File: src/rtl/eth_mdio_ctrl.sv
// MDIO (clause 22) management master: one 64-bit frame per start edge.
// Optional debug bus enabled by defining ETH_MDIO_DBG_EN.
module eth_mdio_ctrl #(
   parameter int unsigned G_DIV = 8
) (
   input  logic        clk,
   input  logic        rst,
   input  logic        usr_start,
   input  logic        usr_dir,
   input  logic [4:0]  usr_aphy,
   input  logic [4:0]  usr_areg,
   input  logic [15:0] usr_txd,
   output logic [15:0] usr_rxd,
   output logic        usr_done,
   output logic        usr_busy,
   output logic        p_out_mdio_t,
   output logic        p_out_mdio,
   input  logic        p_in_mdio,
   output logic        p_out_mdc,
   output logic [31:0] dbg_o
);

   typedef enum logic [1:0] {
      S_IDLE  = 2'd0,
      S_FRAME = 2'd1,
      S_DONE  = 2'd2
   } state_t;

   localparam logic [8:0] C_HALF = 9'(G_DIV);
   localparam logic [8:0] C_RISE = 9'(G_DIV - 1);
   localparam logic [8:0] C_LAST = 9'(2 * G_DIV - 1);
   localparam logic [5:0] C_TA   = 6'd46;
   localparam logic [5:0] C_D0   = 6'd48;
   localparam logic [5:0] C_END  = 6'd63;

   state_t      state_q, state_d;
   logic [8:0]  div_q, div_d;
   logic [5:0]  bit_q, bit_d;
   logic [63:0] sh_q, sh_d;
   logic        dir_q, dir_d;
   logic [15:0] rsh_q, rsh_d;
   logic [15:0] rxd_q, rxd_d;
   logic        stp_q;
   logic        arm_q;
   logic        start_edge;
   logic        in_frame;
   logic        mdc_w;
   logic        mdio_w;
   logic        mdio_t_w;

   // Edge detector; arm_q blocks a start held high across reset release
   always_ff @(posedge clk) begin
      if (rst) begin
         stp_q <= 1'b0;
         arm_q <= 1'b0;
      end else begin
         stp_q <= usr_start;
         arm_q <= arm_q | ~usr_start;
      end
   end

   assign start_edge = usr_start & ~stp_q & arm_q;

   // State, counters, shift registers and read-data register
   always_ff @(posedge clk) begin
      if (rst) begin
         state_q <= S_IDLE;
         div_q   <= '0;
         bit_q   <= '0;
         sh_q    <= '1;
         dir_q   <= 1'b0;
         rsh_q   <= '0;
         rxd_q   <= '0;
      end else begin
         state_q <= state_d;
         div_q   <= div_d;
         bit_q   <= bit_d;
         sh_q    <= sh_d;
         dir_q   <= dir_d;
         rsh_q   <= rsh_d;
         rxd_q   <= rxd_d;
      end
   end

   // Next-state: latch the request, step divider and bit counter
   always_comb begin
      state_d = state_q;
      div_d   = div_q;
      bit_d   = bit_q;
      sh_d    = sh_q;
      dir_d   = dir_q;
      rsh_d   = rsh_q;
      rxd_d   = rxd_q;
      unique case (state_q)
         S_IDLE: begin
            if (start_edge) begin
               state_d = S_FRAME;
               div_d   = '0;
               bit_d   = '0;
               dir_d   = usr_dir;
               sh_d    = {32'hFFFF_FFFF, 2'b01,
                          usr_dir ? 2'b01 : 2'b10,
                          usr_aphy, usr_areg,
                          usr_dir ? 2'b10 : 2'b11,
                          usr_dir ? usr_txd : 16'hFFFF};
            end
         end
         S_FRAME: begin
            if (div_q == C_RISE && !dir_q && bit_q >= C_D0) begin
               rsh_d = {rsh_q[14:0], p_in_mdio};
            end
            if (div_q == C_LAST) begin
               div_d = '0;
               sh_d  = {sh_q[62:0], 1'b1};
               if (bit_q == C_END) begin
                  state_d = S_DONE;
                  bit_d   = '0;
                  if (!dir_q) begin
                     rxd_d = rsh_q;
                  end
               end else begin
                  bit_d = bit_q + 6'd1;
               end
            end else begin
               div_d = div_q + 9'd1;
            end
         end
         S_DONE: begin
            state_d = S_IDLE;
         end
         default: begin
            state_d = S_IDLE;
         end
      endcase
   end

   assign in_frame = (state_q == S_FRAME);
   assign mdc_w    = in_frame & (div_q >= C_HALF);
   assign mdio_w   = in_frame ? sh_q[63] : 1'b1;
   assign mdio_t_w = ~(in_frame & (dir_q | (bit_q < C_TA)));

   assign usr_busy     = in_frame;
   assign usr_done     = (state_q == S_DONE);
   assign usr_rxd      = rxd_q;
   assign p_out_mdc    = mdc_w;
   assign p_out_mdio   = mdio_w;
   assign p_out_mdio_t = mdio_t_w;

`ifdef ETH_MDIO_DBG_EN
   assign dbg_o = {18'd0, p_in_mdio, mdio_t_w, mdio_w, mdc_w,
                   bit_q, 2'b00, state_q};
`else
   assign dbg_o = 32'd0;
`endif

endmodule

File: config.mk
export PLATFORM = sky130hd
export DESIGN_NAME = eth_mdio_ctrl
export DESIGN_NICKNAME = d
export VERILOG_FILES = /design/src/rtl/eth_mdio_ctrl.sv
export SDC_FILE = /design/constraint.sdc
export NUM_CORES = 1
export LEC_CHECK = 0
export BUFFER_PORTS_ARGS = -buffer_cell sky130_fd_sc_hd__buf_4
export CAP_MARGIN = 20
export CORE_AREA = 2 2 111 113
export DETAILED_ROUTE_END_ITERATION = 7
export DIE_AREA = 0 0 113 115
export PLACE_DENSITY = 0.72
export SETUP_SLACK_MARGIN = 0.5
export SYNTH_ARGS = -nofsm -noshare
export SYNTH_HDL_FRONTEND = slang
export SYNTH_SLANG_ARGS = --single-unit
File: constraint.sdc
create_clock -name clk -period 2.58 [get_ports clk]
set_input_delay 0.387 -clock clk [delete_from_list [all_inputs] [get_ports clk]]
set_output_delay 0.387 -clock clk [all_outputs]
set_load 0.005 [all_outputs]
== After elaboration in Yosys (flattened, before gate mapping) ==
Index checks and enable logic that the tools add are counted.

* Register bits after elaboration: 116
* Output and inout port bits: 53
* Logic and storage cells: 61

* Equal/unequal tests: 8
* Mux-type cells: 18
* $add $sub $neg: 2
* Magnitude comparators: 3
* Bitwise operators: 10
* Reductions and logical operators: 11

{| class="wikitable"
|+ Operators with widths
! operator !! number
|-
| 64-bit two-way mux || 2
|-
| 64-bit one-hot mux with 2 select lines || 1
|-
| 6-bit two-way mux || 3
|-
| 9-bit two-way mux || 2
|-
| 9-bit one-hot mux with 2 select lines || 1
|-
| 16-bit two-way mux || 1
|-
| 6-bit one-hot mux with 2 select lines || 1
|-
| 9-bit by 1-bit adder with 9-bit output, second input constant || 1
|-
| 9-bit by 3-bit equality test with 1-bit output, second input constant || 1
|-
| 9-bit by 4-bit equality test with 1-bit output, second input constant || 1
|-
| 9-bit by 4-bit >= comparator with 1-bit output, second input constant || 1
|-
| 2-bit two-way mux || 4
|-
| 6-bit by 1-bit adder with 6-bit output, second input constant || 1
|-
| 6-bit equality test, second input constant || 1
|-
| 6-bit >= comparator, second input constant || 1
|-
| 6-bit less-than comparator, second input constant || 1
|-
| 2-bit AND reduction || 3
|-
| 3-bit AND reduction || 2
|-
| 1-bit AND || 4
|-
| 2-bit by 1-bit != test with 1-bit output, second input constant || 2
|-
| 1-bit inverter || 4
|-
| 2-bit one-hot mux with 2 select lines || 1
|-
| 4-bit AND reduction || 1
|-
| 2-bit by 1-bit equality test with 1-bit output, second input constant || 1
|-
| 8 further kinds || 11
|}

== Depth between registers and ports, before layout ==
* Depth after elaboration: 5
* Mapped depth: 8
* Mapped depth without buffers: 5

== Least setup slack after synthesis ==
No wires, ideal clock.

* Path kind: flip-flop to flip-flop
* From: reg div_q[6]
* To: reg rxd_q[8] (netlist: usr_rxd[8])
* Slack: 208 ps
* Stages on the path, launching flop included: 8
* Setup time: 116 ps
* Data arrival time: 2,257 ps
* Required time: 2,464 ps
* Path buffers: 3
* Clock period less this slack: 2,372 ps
* Path through: dfxtp_1 or4_4 buf_6 or4_4 or3_1 buf_2 buf_6 a31o_1

* Word-level cells in the longest chain between the ends: 2

{| class="wikitable"
|+ RTL lines
! item !! RTL line !! text
|-
| start: declaration || 37 || <nowiki>logic [8:0] div_q, div_d;</nowiki>
|-
| start signal: assignment || 76 || <nowiki>div_q <= div_d;</nowiki>
|-
| 9-bit by 4-bit equality test with 1-bit output || 112 || <nowiki>if (div_q == C_LAST) begin</nowiki>
|-
| 4-bit AND reduction (no source line) || n/a ||
|-
| end signal: assignment || 81 || <nowiki>rxd_q <= rxd_d;</nowiki>
|-
| end: declaration || 42 || <nowiki>logic [15:0] rxd_q, rxd_d;</nowiki>
|}

Every way passes these cells.
A chain may end at the register's enable or synchronous reset.

== Final worst setup path ==
* From: reg div_q[8]
* To: reg rxd_q[7] (netlist: usr_rxd[7])

Same word-level chain as after synthesis.

==> results by group <==
Outcome
  – Status: finished with violations
  – Failing checks: DRC

Power and ir drop
  – Switching part of the total: 22.35%
  – VDD IR max: between 0.4 and 0.5 mV
  – P_sw: 982.6 uW
  – Int Pwr: 3.414 mW
  – Pwr per Cell Area: 677.5 mW/mm^2
  – Clock Power Share: roughly half
  – Overall power: around 4.4 mW
  – Flop pwr share: 42.5%
  – Comb pwr share: 8.3%
  – Pleak: 2.317 nW

Timing
  – Setup TNS: 0 ns
  – Min Hold Slack: approximately 0.17 ns
  – Crit path time final: 2.170 ns
  – Max Slew Vio Count: 0
  – Fmax: 460.9 MHz
  – Max-slew headroom: 56.12%
  – Final hold vios: 0
  – Final-report setup violation count: 0
  – Worst slew pin tran: 0.6581 ns
  – Final Skew: 0.007095 ns
  – Final worst-path cycle share: 84.09%
  – Final setup margin: 0.4104 ns
  – RSZ-0062 raised after global routing: true

Layout
  – Fill cell count: approximately 1000
  – Area Growth Syn to Fin: 25.65%
  – Layout cells sized above 1: 26.45%
  – Post-route non-filler standard cell count: 786
  – FF+latch area: around 0.0023 sq mm
  – Area of the multi-input gates: 0.002705 sq mm
  – Final #Nets: roughly 660
  – Antenna Cells: 0

CTS
  – Clock buffer count from CTS: 17
  – Clk slew on worst S/H paths: 0.05 ns
  – Clock root cell: clkbuf_16
  – H-tree level count: 4
  – CTS tree: yes
  – Sink Count: 116
  – Post-CTS Hold Fix Bufs: 0
  – Max Root-Sink Buffers: 2
  – Worst-Skew Late Latency: 0.40 ns

Synthesis
  – Number of synthesized register bits: between 100 and 150
  – Most common cell in the netlist: dfxtp_1
  – Count of cell types in the netlist: 46
  – Synth area leader: dfxtp_1
  – Syn. warnings: 0
  – Synth area leaders: dfxtp_1 (45%), nor4_1 (5.5%), buf_4 (4.7%)
  – Post-Syn Area: 0.005165 sq mm
  – Syn_area_per_cell: 8.859 sq um
  – Post-synthesis sequential area ratio: 44.96%
  – Synth top area share: 44.96%
  – Cells after synthesis: 583
  – Top_reg_cell synth: dfxtp_1
  – Most frequent cells after synthesis: dfxtp_1 (116), nor2_1 (55), clkbuf_1 (48), nor4_1 (45), a21oi_1 (40)
  – Post-synth EDFFs: 0
  – Fraction of registers with async set/reset: 0%

Floorplanning
  – Overall die height: 115 microns
  – Placeable Area: 0.01181 sq mm
  – Initial Util: 43.73%
  – Die Area: 0.01300 sq mm
  – FP Rows: 40
  – # IOs: 84
  – Die width: 113 microns

Drt
  – Final wirelength: 12640 microns
  – Pre-antenna DRT Iters: 7
  – Vias/cell: 5.723
  – Met3 wire len: between 500 and 600 microns
  – Vias: 4498
  – Wirelength per Cell: about 16 microns
  – ANT nets after route: 0
  – M1 WL: 5668 microns
  – Met2 WL: 6223 microns
  – # DRC: 10
  – Initial DRC count: 354
  – Uppermost layer routed: met4

Global routing
  – Vias in the first global route: ~4200
  – Global-route wire length before repair: 20090 microns
  – Initial antenna violation count: 0
  – Aggregate global routing overflow: 0
  – Pin count of the biggest net entering global routing: 61
  – Gr usage total: 18.88%

Placement
  – I/O Buffers: between 50 and 60
  – Worst slack, placed: 0.1124 ns
  – Placed insts: about 740
  – Hpwl dp: 7202 microns
  – Final GP Congestion: 0.7808

Setup path
  – CP Data Required Time: 2.87 ns
  – Worst-path maximum fanout: 8
  – Startpoint Class: register
  – Critical Path AT: between 2 and 2.5 ns
  – Critical path type: reg2reg
  – Crit. End Element: register

Job
  – Max-Cap Viols: 0

Min path
  – Worst hold path type: in2reg
metrics by stage:
step / utilization, % / area [sq um]
6_report: 54.95 / 6490
5_1_grt: 54.95 / 6490
4_1_cts: 52.00 / 6142
3_5_place_dp: 46.89 / 5538
3_3_place_gp: 46.89 / 5538
2_1_floorplan: - / 5295
kinds of logic after synthesis:
logic type                 Yosys count  share of synthesized area (%)
and+or+nand+nor                    200                          20.35
AOI/OAI and AO/OA                  134                          17.64
DFF                                116                          44.96
buffers and inverters               97                          9.763
muxes                               30                          6.080
adders and majority gates            4                         0.9690
other                                1                        0.07260
xor gates and xnor gates             1                         0.1696
power groups by stage:
stage	registers (mW)	logic [mW]	clock network (mW)
floorplan	1.89	0.237	0
global placement	1.90	0.292	0
detailed placement	1.90	0.302	0
CTS	1.86	0.303	2.19
global route	1.87	0.399	2.29
finish	1.87	0.367	2.16
layout make-up:
cell class / count / area share, %
multi-input cells: 402 / 41.68
flip-flops and latches: 116 / 35.84
repair buffers: 82 / 10.74
clock buffers: 24 / 7.114
well taps: 147 / 2.834
clock inverters: 6 / 1.234
inverters: 9 / 0.5591
sequential cells by signal, summed over array words and instances (netlist names):
| name | count |
|---|---|
| sh_q | 64 |
| usr_rxd | 16 |
| state_q | 2 |
| rsh_q | 16 |
| stp_q | 1 |
| div_q | 9 |
| bit_q | 6 |
| arm_q | 1 |
| dir_q | 1 |
layer usage:
metal	global-route usage, %	vias to the layer above
li1	-	2167
met1	23.60	2174
met2	31.78	141
met3	5.166	16
met4	6.179	0
met5	0	-
cells in the final DEF, fill, tap and decap left out, types with 5 or more instances in the layout:
cell,synthesis,routed
a21oi_1,40,40
a31o_1,10,10
a31o_2,7,6
buf_4,32,73
clkbuf_1,48,6
clkbuf_16,0,19
conb_1,1,32
dfxtp_1,116,113
inv_1,8,7
mux2_2,11,11
mux2i_1,19,18
nand2_1,24,24
nand2b_1,6,5
nand3_1,26,26
nor2_1,55,54
nor3b_1,16,16
nor4_1,45,18
nor4_2,0,27
o21ai_0,27,25
o311ai_1,0,12
o31a_1,21,21
path summary, 6_finish.rpt:
| kind | startpoint | to | slack [ns] | depth (start not counted) |
|---|---|---|---|---|
| worst max-delay path | div_q[8]$_SDFFE_PP0P_ | usr_rxd[7]$_SDFFE_PP0P_ | 0.41 | 4 |
| worst min register to register | arm_q$_SDFF_PP0_ | arm_q$_SDFF_PP0_ | 0.46 | 2 |
| worst min-delay path | usr_start | arm_q$_SDFF_PP0_ | 0.17 | 2 |
| worst max register to register | div_q[8]$_SDFFE_PP0P_ | usr_rxd[7]$_SDFFE_PP0P_ | 0.41 | 4 |
timing repair:
action / 4_1_cts / 5_1_grt
buffers inserted: 4 / 6
pin swaps: 10 / 4
resized for setup: 5 / 58
endpoints found under the setup margin: 40 / 68
cloned: 1 / 3
critical path: stages, from the launching register on:
cell     delay (ns)
dfxtp_2        0.31
or4_4          0.56
or4_4          0.53
or3_4          0.42
a31o_4         0.24
(Power assumes the default switching activity.)
